**src/rtl/hyperbus_trans_arb.sv**
```systemverilog
// rtl/hyperbus_trans_arb.sv - shares one HyperBus PHY transaction/data port between NumReq requesters.
// HYPERBUS_ARB_FIXED_PRIO_EN: lowest valid index always wins (no round-robin pointer).

package hyperbus_trans_arb_pkg;
    typedef struct packed {
        logic        write;
        logic        address_space;
        logic        burst_type;
        logic [31:0] address;
        logic [15:0] burst;
    } hyper_tf_t;
endpackage

module hyperbus_trans_arb
    import hyperbus_trans_arb_pkg::*;
#(
    parameter int unsigned NumReq   = 2,
    parameter int unsigned NumChips = 2
) (
    input  logic                               clk_i,
    input  logic                               rst_ni,
    // transfer requests
    input  logic [NumReq-1:0]                  req_valid_i,
    output logic [NumReq-1:0]                  req_ready_o,
    input  hyper_tf_t [NumReq-1:0]             req_tf_i,
    input  logic [NumReq-1:0][NumChips-1:0]    req_cs_i,
    // PHY transaction port
    output logic                               trans_valid_o,
    input  logic                               trans_ready_i,
    output hyper_tf_t                          trans_o,
    output logic [NumChips-1:0]                trans_cs_o,
    // TX from requesters to PHY
    input  logic [NumReq-1:0]                  req_tx_valid_i,
    output logic [NumReq-1:0]                  req_tx_ready_o,
    input  logic [NumReq-1:0][15:0]            req_tx_data_i,
    input  logic [NumReq-1:0][1:0]             req_tx_strb_i,
    input  logic [NumReq-1:0]                  req_tx_last_i,
    output logic                               tx_valid_o,
    output logic [15:0]                        tx_data_o,
    output logic [1:0]                         tx_strb_o,
    output logic                               tx_last_o,
    input  logic                               tx_ready_i,
    // RX from PHY to requesters
    input  logic                               rx_valid_i,
    input  logic [15:0]                        rx_data_i,
    input  logic                               rx_error_i,
    input  logic                               rx_last_i,
    output logic                               rx_ready_o,
    output logic [NumReq-1:0]                  req_rx_valid_o,
    input  logic [NumReq-1:0]                  req_rx_ready_i,
    output logic [15:0]                        req_rx_data_o,
    output logic                               req_rx_error_o,
    output logic                               req_rx_last_o,
    // B response from PHY to requesters
    input  logic                               b_valid_i,
    input  logic                               b_error_i,
    output logic                               b_ready_o,
    output logic [NumReq-1:0]                  req_b_valid_o,
    input  logic [NumReq-1:0]                  req_b_ready_i,
    output logic                               req_b_error_o
);

    localparam int unsigned IdxW = $clog2(NumReq);

    typedef enum logic [1:0] {
        Idle,
        Offer,
        Busy
    } state_e;

    state_e              state_q;
    logic [IdxW-1:0]     owner_q;
    hyper_tf_t           tf_q;
    logic [NumChips-1:0] cs_q;
`ifndef HYPERBUS_ARB_FIXED_PRIO_EN
    logic [IdxW-1:0]     rr_q;
`endif

    logic            found;
    logic [IdxW-1:0] winner;
    logic            in_xfer;
    logic            done;

    // Winner selection: lowest index (fixed) or first valid at/after rr_q (round-robin).
    always_comb begin
        found  = 1'b0;
        winner = '0;
`ifdef HYPERBUS_ARB_FIXED_PRIO_EN
        for (int i = NumReq - 1; i >= 0; i--) begin
            if (req_valid_i[i]) begin
                found  = 1'b1;
                winner = IdxW'(i);
            end
        end
`else
        for (int k = 0; k < NumReq; k++) begin
            int idx;
            idx = int'(rr_q) + k;
            if (idx >= int'(NumReq)) begin
                idx = idx - int'(NumReq);
            end
            if (!found && req_valid_i[idx]) begin
                found  = 1'b1;
                winner = IdxW'(idx);
            end
        end
`endif
    end

    always_comb begin
        req_ready_o = '0;
        if (state_q == Idle && found) begin
            req_ready_o[winner] = 1'b1;
        end
    end

    assign in_xfer = (state_q != Idle);

    // Data-path routing to and from the current owner; everything is quiet in Idle.
    always_comb begin
        req_tx_ready_o = '0;
        req_rx_valid_o = '0;
        req_b_valid_o  = '0;
        tx_valid_o     = 1'b0;
        tx_data_o      = '0;
        tx_strb_o      = '0;
        tx_last_o      = 1'b0;
        rx_ready_o     = 1'b0;
        req_rx_data_o  = '0;
        req_rx_error_o = 1'b0;
        req_rx_last_o  = 1'b0;
        b_ready_o      = 1'b0;
        req_b_error_o  = 1'b0;
        if (in_xfer) begin
            tx_valid_o              = req_tx_valid_i[owner_q];
            tx_data_o               = req_tx_data_i[owner_q];
            tx_strb_o               = req_tx_strb_i[owner_q];
            tx_last_o               = req_tx_last_i[owner_q];
            req_tx_ready_o[owner_q] = tx_ready_i;
            req_rx_valid_o[owner_q] = rx_valid_i;
            rx_ready_o              = req_rx_ready_i[owner_q];
            req_rx_data_o           = rx_data_i;
            req_rx_error_o          = rx_error_i;
            req_rx_last_o           = rx_last_i;
            req_b_valid_o[owner_q]  = b_valid_i;
            b_ready_o               = req_b_ready_i[owner_q];
            req_b_error_o           = b_error_i;
        end
    end

    // A forced burst-limit termination still ends on a single rx_last, so that is all we watch.
    assign done = tf_q.write ? (b_valid_i & req_b_ready_i[owner_q])
                             : (rx_valid_i & req_rx_ready_i[owner_q] & rx_last_i);

    always_ff @(posedge clk_i or negedge rst_ni) begin
        if (!rst_ni) begin
            state_q       <= Idle;
            owner_q       <= '0;
            tf_q          <= '0;
            cs_q          <= '0;
            trans_valid_o <= 1'b0;
`ifndef HYPERBUS_ARB_FIXED_PRIO_EN
            rr_q          <= '0;
`endif
        end else begin
            case (state_q)
                Idle: begin
                    if (found) begin
                        tf_q          <= req_tf_i[winner];
                        cs_q          <= req_cs_i[winner];
                        owner_q       <= winner;
                        trans_valid_o <= 1'b1;
                        state_q       <= Offer;
`ifndef HYPERBUS_ARB_FIXED_PRIO_EN
                        rr_q <= (winner == IdxW'(NumReq - 1)) ? '0 : winner + 1'b1;
`endif
                    end
                end
                Offer: begin
                    if (trans_ready_i) begin
                        trans_valid_o <= 1'b0;
                        state_q       <= Busy;
                    end
                end
                Busy: begin
                    if (done) begin
                        state_q <= Idle;
                    end
                end
                default: begin
                    trans_valid_o <= 1'b0;
                    state_q       <= Idle;
                end
            endcase
        end
    end

    assign trans_o    = tf_q;
    assign trans_cs_o = cs_q;

endmodule
```
**config.mk**
```make
export PLATFORM = sky130hd
export DESIGN_NAME = hyperbus_trans_arb
export DESIGN_NICKNAME = d
export VERILOG_FILES = /design/src/rtl/hyperbus_trans_arb.sv
export SDC_FILE = /design/constraint.sdc
export NUM_CORES = 1
export LEC_CHECK = 0
export CAP_MARGIN = 20
export CORE_AREA = 2 2 109 111
export CTS_CLUSTER_DIAMETER = 120
export DETAILED_ROUTE_END_ITERATION = 16
export DIE_AREA = 0 0 111 113
export GPL_TIMING_DRIVEN = 0
export PLACE_DENSITY = 0.74
export SLEW_MARGIN = 20
export SYNTH_ARGS = -nofsm -noshare
export SYNTH_HDL_FRONTEND = slang
export SYNTH_SLANG_ARGS = --single-unit
```
**constraint.sdc**
```tcl
create_clock -name clk_i -period 2.1 [get_ports clk_i]
set_clock_uncertainty 0.05 [all_clocks]
set_input_delay 0.42 -clock clk_i [delete_from_list [all_inputs] [get_ports clk_i]]
set_output_delay 0.42 -clock clk_i [all_outputs]
set_load 0.01 [all_outputs]
```
; ---- After elaboration in Yosys (flattened, before gate mapping)
; Index checks and enable logic that the tools add are counted.
[op_classes]
n_reduce_logical = 10
multipliers = 0
n_shift = 0
div_mod_pow = 0
n_mux = 55
bitwise_logic = 7
magnitude_cmp = 8
add_sub_neg = 4
eq_ne = 5
[op_table]
columns = op, count
row1 = 2-to-1 mux 51 bit, 2
row2 = "< comparator 32 x 3 -> 1 bit, second input constant", 2
row3 = 2-to-1 mux 16 bit, 4
row4 = 2-to-1 mux 32 bit, 2
row5 = 2-to-1 mux 1 bit, 31
row6 = 2-to-1 mux 2 bit, 12
row7 = AND 2 bit, 3
row8 = "inequality test 2 bit, second input constant", 3
row9 = case mux 2 bit (3 select lines), 1
row10 = AND reduction 3 bit, 2
row11 = logical AND 1 bit, 4
row12 = "< comparator 1 x 2 -> 1 bit, second input constant", 2
row13 = AND 1 bit, 3
row14 = case mux 1 bit (3 select lines), 1
row15 = "subtractor 1 x 2 -> 3 bit, second input constant", 1
row16 = "subtractor 2 x 2 -> 3 bit, second input constant", 1
row17 = "adder 1 x 1 -> 2 bit, second input constant", 1
row18 = demux 1 bit (select 1 bit), 2
row19 = "equality test 2 x 1 -> 1 bit, second input constant", 1
row20 = "equality test 2 bit, second input constant", 1
row21 = "greater-or-equal comparator 1 bit, second input constant", 2
row22 = "greater-or-equal comparator 1 x 2 -> 1 bit, second input constant", 1
row23 = "greater-or-equal comparator 2 bit, second input constant", 1
row24 = zero test 2 bit, 1
row25 = other kinds (5), 5
[totals]
wordCells = 99
reg_bits = 58
latchBits = 0
input_bits = 177
rom_bits = 0
ram_bits = 0
memories = 0

; ---- Depth between registers and ports, before layout
[depth]
word_depth = 14
mapped_depth = 5

; ---- Worst setup path before layout
; No wires, ideal clock.
[synth_timing]
path_type = register -> output
start = register state_q[0]
end = output b_ready_o
required_time_ns = 1.630
n_path_buf = 2
arrival_time_ns = 1.211
path_slack_ns = 0.419
stages_incl_launch_ff = 5
cell_sequence = dfrtp_1 nor2_2 clkbuf_1 buf_2 nor2_1
[synth_between]
elab_chain_len = 2
[synth_lines]
columns = element, line
row1 = "start, declared", 71  ; state_e state_q;
row2 = "start signal, assigned", 157  ; state_q <= Idle;
row3 = "start signal, assigned", 173  ; state_q <= Offer;
row4 = "start signal, assigned", 182  ; state_q <= Busy;
row5 = nonzero test 2 bit, 117  ; assign in_xfer = (state_q != Idle);
row6 = 2-to-1 mux 1 bit, 134  ; if (in_xfer) begin
row7 = "end, declared", 57  ; output logic b_ready_o,
; No other way between the ends.

; ---- Final worst setup path
[layout_timing]
start = register state_q[1]
end = output req_rx_data_o[11]
[layout_between]
elab_chain_len = 2
[layout_lines]
columns = element, line
row1 = nonzero test 2 bit, 117
row2 = 2-to-1 mux 16 bit, 134
row3 = "end, declared", 51  ; output logic [15:0] req_rx_data_o,
; No other way between the ends.

==> run metrics <==
Layout Cell Area excl Fill 6540 um^2; slowest CP cell dfrtp_2; syn_area_per_cell 11.0 um^2; Die X 111 um; DR vias 3649; Cell Area, Placed 6140 um^2; Hold Path Cell Cnt 2; Setup CP Type reg -> out; Max transition margin 70.0%; outcome complete, no violations; clock buffer count from CTS 9; worst hold slack 438 ps; worst vdd ir 632 uV; clk_lat worst skew 310 ps; root buf cell clkbuf_16; RR Startpoint state_q[0]$_DFFE_PN0P_; crit-path max cell delay 440 ps; vias per inst 4.97; largest net degree at the start of global routing 31; share of layout cells above drive strength 1 12.5%; first-pass GRT wire length 21.6 mm; Synth Instances 285; Worst R2R Path Depth 6; filler cell count 981; top post-synthesis cells by area dfrtp_1, a221o_1, a21boi_0; Top delay family on crit path flip-flops; synthesis-stage register bit count 58; I/O Buffers 279; Initial Util 27.9%; final hold viol count 0; post-route ant nets 0; clk slew on worst S/H paths 50 ps; min cycle time layout 2050 ps; Critical Path Fanout Max 10; WP buf/inv 2; WP data required 1630 ps; r2r setup slk 280 ps; met2 WL 7.19 mm; Yosys top cell area share 46.1%; Post-route DRC 0; max cap viols 0; number of global-route vias before repair 3976; HP Start trans_valid_o$_DFFE_PN0P_; Post-DP HPWL 11.3 mm; Fmax 488 MHz; syn_nets 462; area grow syn2layout 108%; core area 11300 um^2; Critical Path Source Type flop; # clock sinks 58; clock tree buffer depth 2; final setup vio count 0; Synth area leader dfrtp_1; initial antenna violation count 1; WL/cell 19.4 um; top sig layer met4; Setup TNS 0 ps; r2r endpoint trans_o[8]$_DFFE_PN0P_; CTS tree yes; CP arrival 1580 ps; met3 wire length 1.22 mm; Detailed Route Iter0 Violations 126; register area 1450 um^2; Overall Global Routing Usage 22.0%; post-synthesis sequential area ratio 46.1%; M1 WL 5.40 mm; hold path endpoint trans_valid_o$_DFFE_PN0P_; routability cong. 0.944; Die ar. 12500 um^2; Power Density 1300 nW/um^2; io pins 280; CTS H-Tree Depth 3; Synth cell types 22; final WL 14.2 mm; CP Cell Sequence or2_4 > clkbuf_8 > and2_1 > clkdlybuf4s15_1; worst hold path class reg -> reg; leakage 0.00277 uW; Cell Rows 39; mapped cell area 3150 um^2; area of the multi-input gates 1540 um^2; synth warn 0; slew of the pin with the lowest slew margin 450 ps; Final nets 762; DRT Pass-1 Iters 4; Final period util 97.5%; Critical Path End Type output port; total congestion overflow 0; Die Ht 113 um; Final Slew Violations 0
[kinds of logic (layout without fill, tap and decap cells)]
logic type / Yosys count / after routing / synth area share [%]
AO/OA/AOI/OAI: 111 / 111 / 30.6
multiplexers: 22 / 22 / 7.00
buffers and inverters: 31 / 336 / 6.00
AND/OR/NAND/NOR: 63 / 63 / 10.3
flip-flops: 58 / 58 / 46.1
other: 0 / 1 / 0
[sequential cells by signal, summed over array words and instances, names as in the netlist]
| name | count |
|---|---|
| trans_o | 51 |
| state_q | 2 |
| trans_cs_o | 2 |
| owner_q | 1 |
| rr_q | 1 |
| trans_valid_o | 1 |
[report_power, final]
part | total (uW) | internal (uW) | switching, uW
Clock | 1310 | 794 | 519
Combinational | 5200 | 2930 | 2270
Sequential | 1990 | 1670 | 320
Total | 8510 | 5400 | 3110
[synth_stat cells, drive strengths merged]
library cell,instances
buf,18
o21ai,2
nand2,7
nor3b,3
a221o,53
mux2i,22
a21o,2
nand3b,2
dfrtp,58
nand2b,1
and2,19
clkbuf,13
nor2,24
o221ai,1
a21boi,53
or2,2
and3,5
[how the worst max path moves through the flow]
stage,startpoint,end,cells after the start
6_report,state_q[1]$_DFFE_PN0P_,req_rx_data_o[11],4
5_1_grt,state_q[0]$_DFFE_PN0P_,tx_data_o[8],5
4_1_cts,state_q[1]$_DFFE_PN0P_,tx_data_o[15],5
3_5_place_dp,state_q[0]$_DFFE_PN0P_,tx_data_o[15],5
3_3_place_gp,rst_ni,trans_valid_o$_DFFE_PN0P_,1
2_1_floorplan,state_q[0]$_DFFE_PN0P_,b_ready_o,4
[per-layer routing]
layer	vias up	track usage [%]
li1	1694	-
met5	-	0
met2	197	39.5
met1	1730	24.2
met3	28	7.18
met4	0	8.83
[layout make-up]
class                   instances  area share, %
diodes                          1         0.0383
plain buffers                  29           3.98
clock buffers                   9           3.44
clock inverters                 7          0.689
multi-input cells             196           23.6
flip-flops and latches         58           22.2
well taps                     143           2.74
repair buffers                291           43.3
[per-stage QoR]
stage	instances	power (uW)	worst slack [ps]	util, %
CTS	732	8580	-84.1	58.3
finish	734	8510	52.6	58.0
floorplan	285	4270	419	-
global placement	707	6950	-1300	54.3
detailed placement	708	7040	-660	54.4
global route	734	9020	-0.689	58.0
[layout by cell type (no fill, tap or decap), drive strengths merged]
cell type and count:
a21boi 53, o221ai 1, nand2b 1, nand3b 2, dlygate4sd1 1, dfrtp 58
dlygate4sd3 1, mux2i 22, a221o 53, dlygate4sd2 10, or2 2, clkdlybuf4s50 229
and2 19, clkinvlp 1, inv 1, clkdlybuf4s15 23, nor2 24, and3 5
a21o 2, diode 1, clkbuf 36, nand2 7, buf 29, o21ai 2
clkinv 5, nor3b 3
[worst min-delay path: cells and delay by family (launching register included)]
family | cells | cell delay (ps)
flip-flops | 1 | 340
AND/OR/NAND/NOR | 2 | 110
[timing repair]
item / 4_1_cts / 5_1_grt
hold endpoints to repair: 26 / 0
pin swaps: 2 / 2
buffers inserted: 7 / 2
hold buffers: 1 / 0
gates resized for setup: 118 / 29
cloned: 1 / 0
endpoints found under the setup margin: 49 / 38
Power figures use the tool's default switching activity.
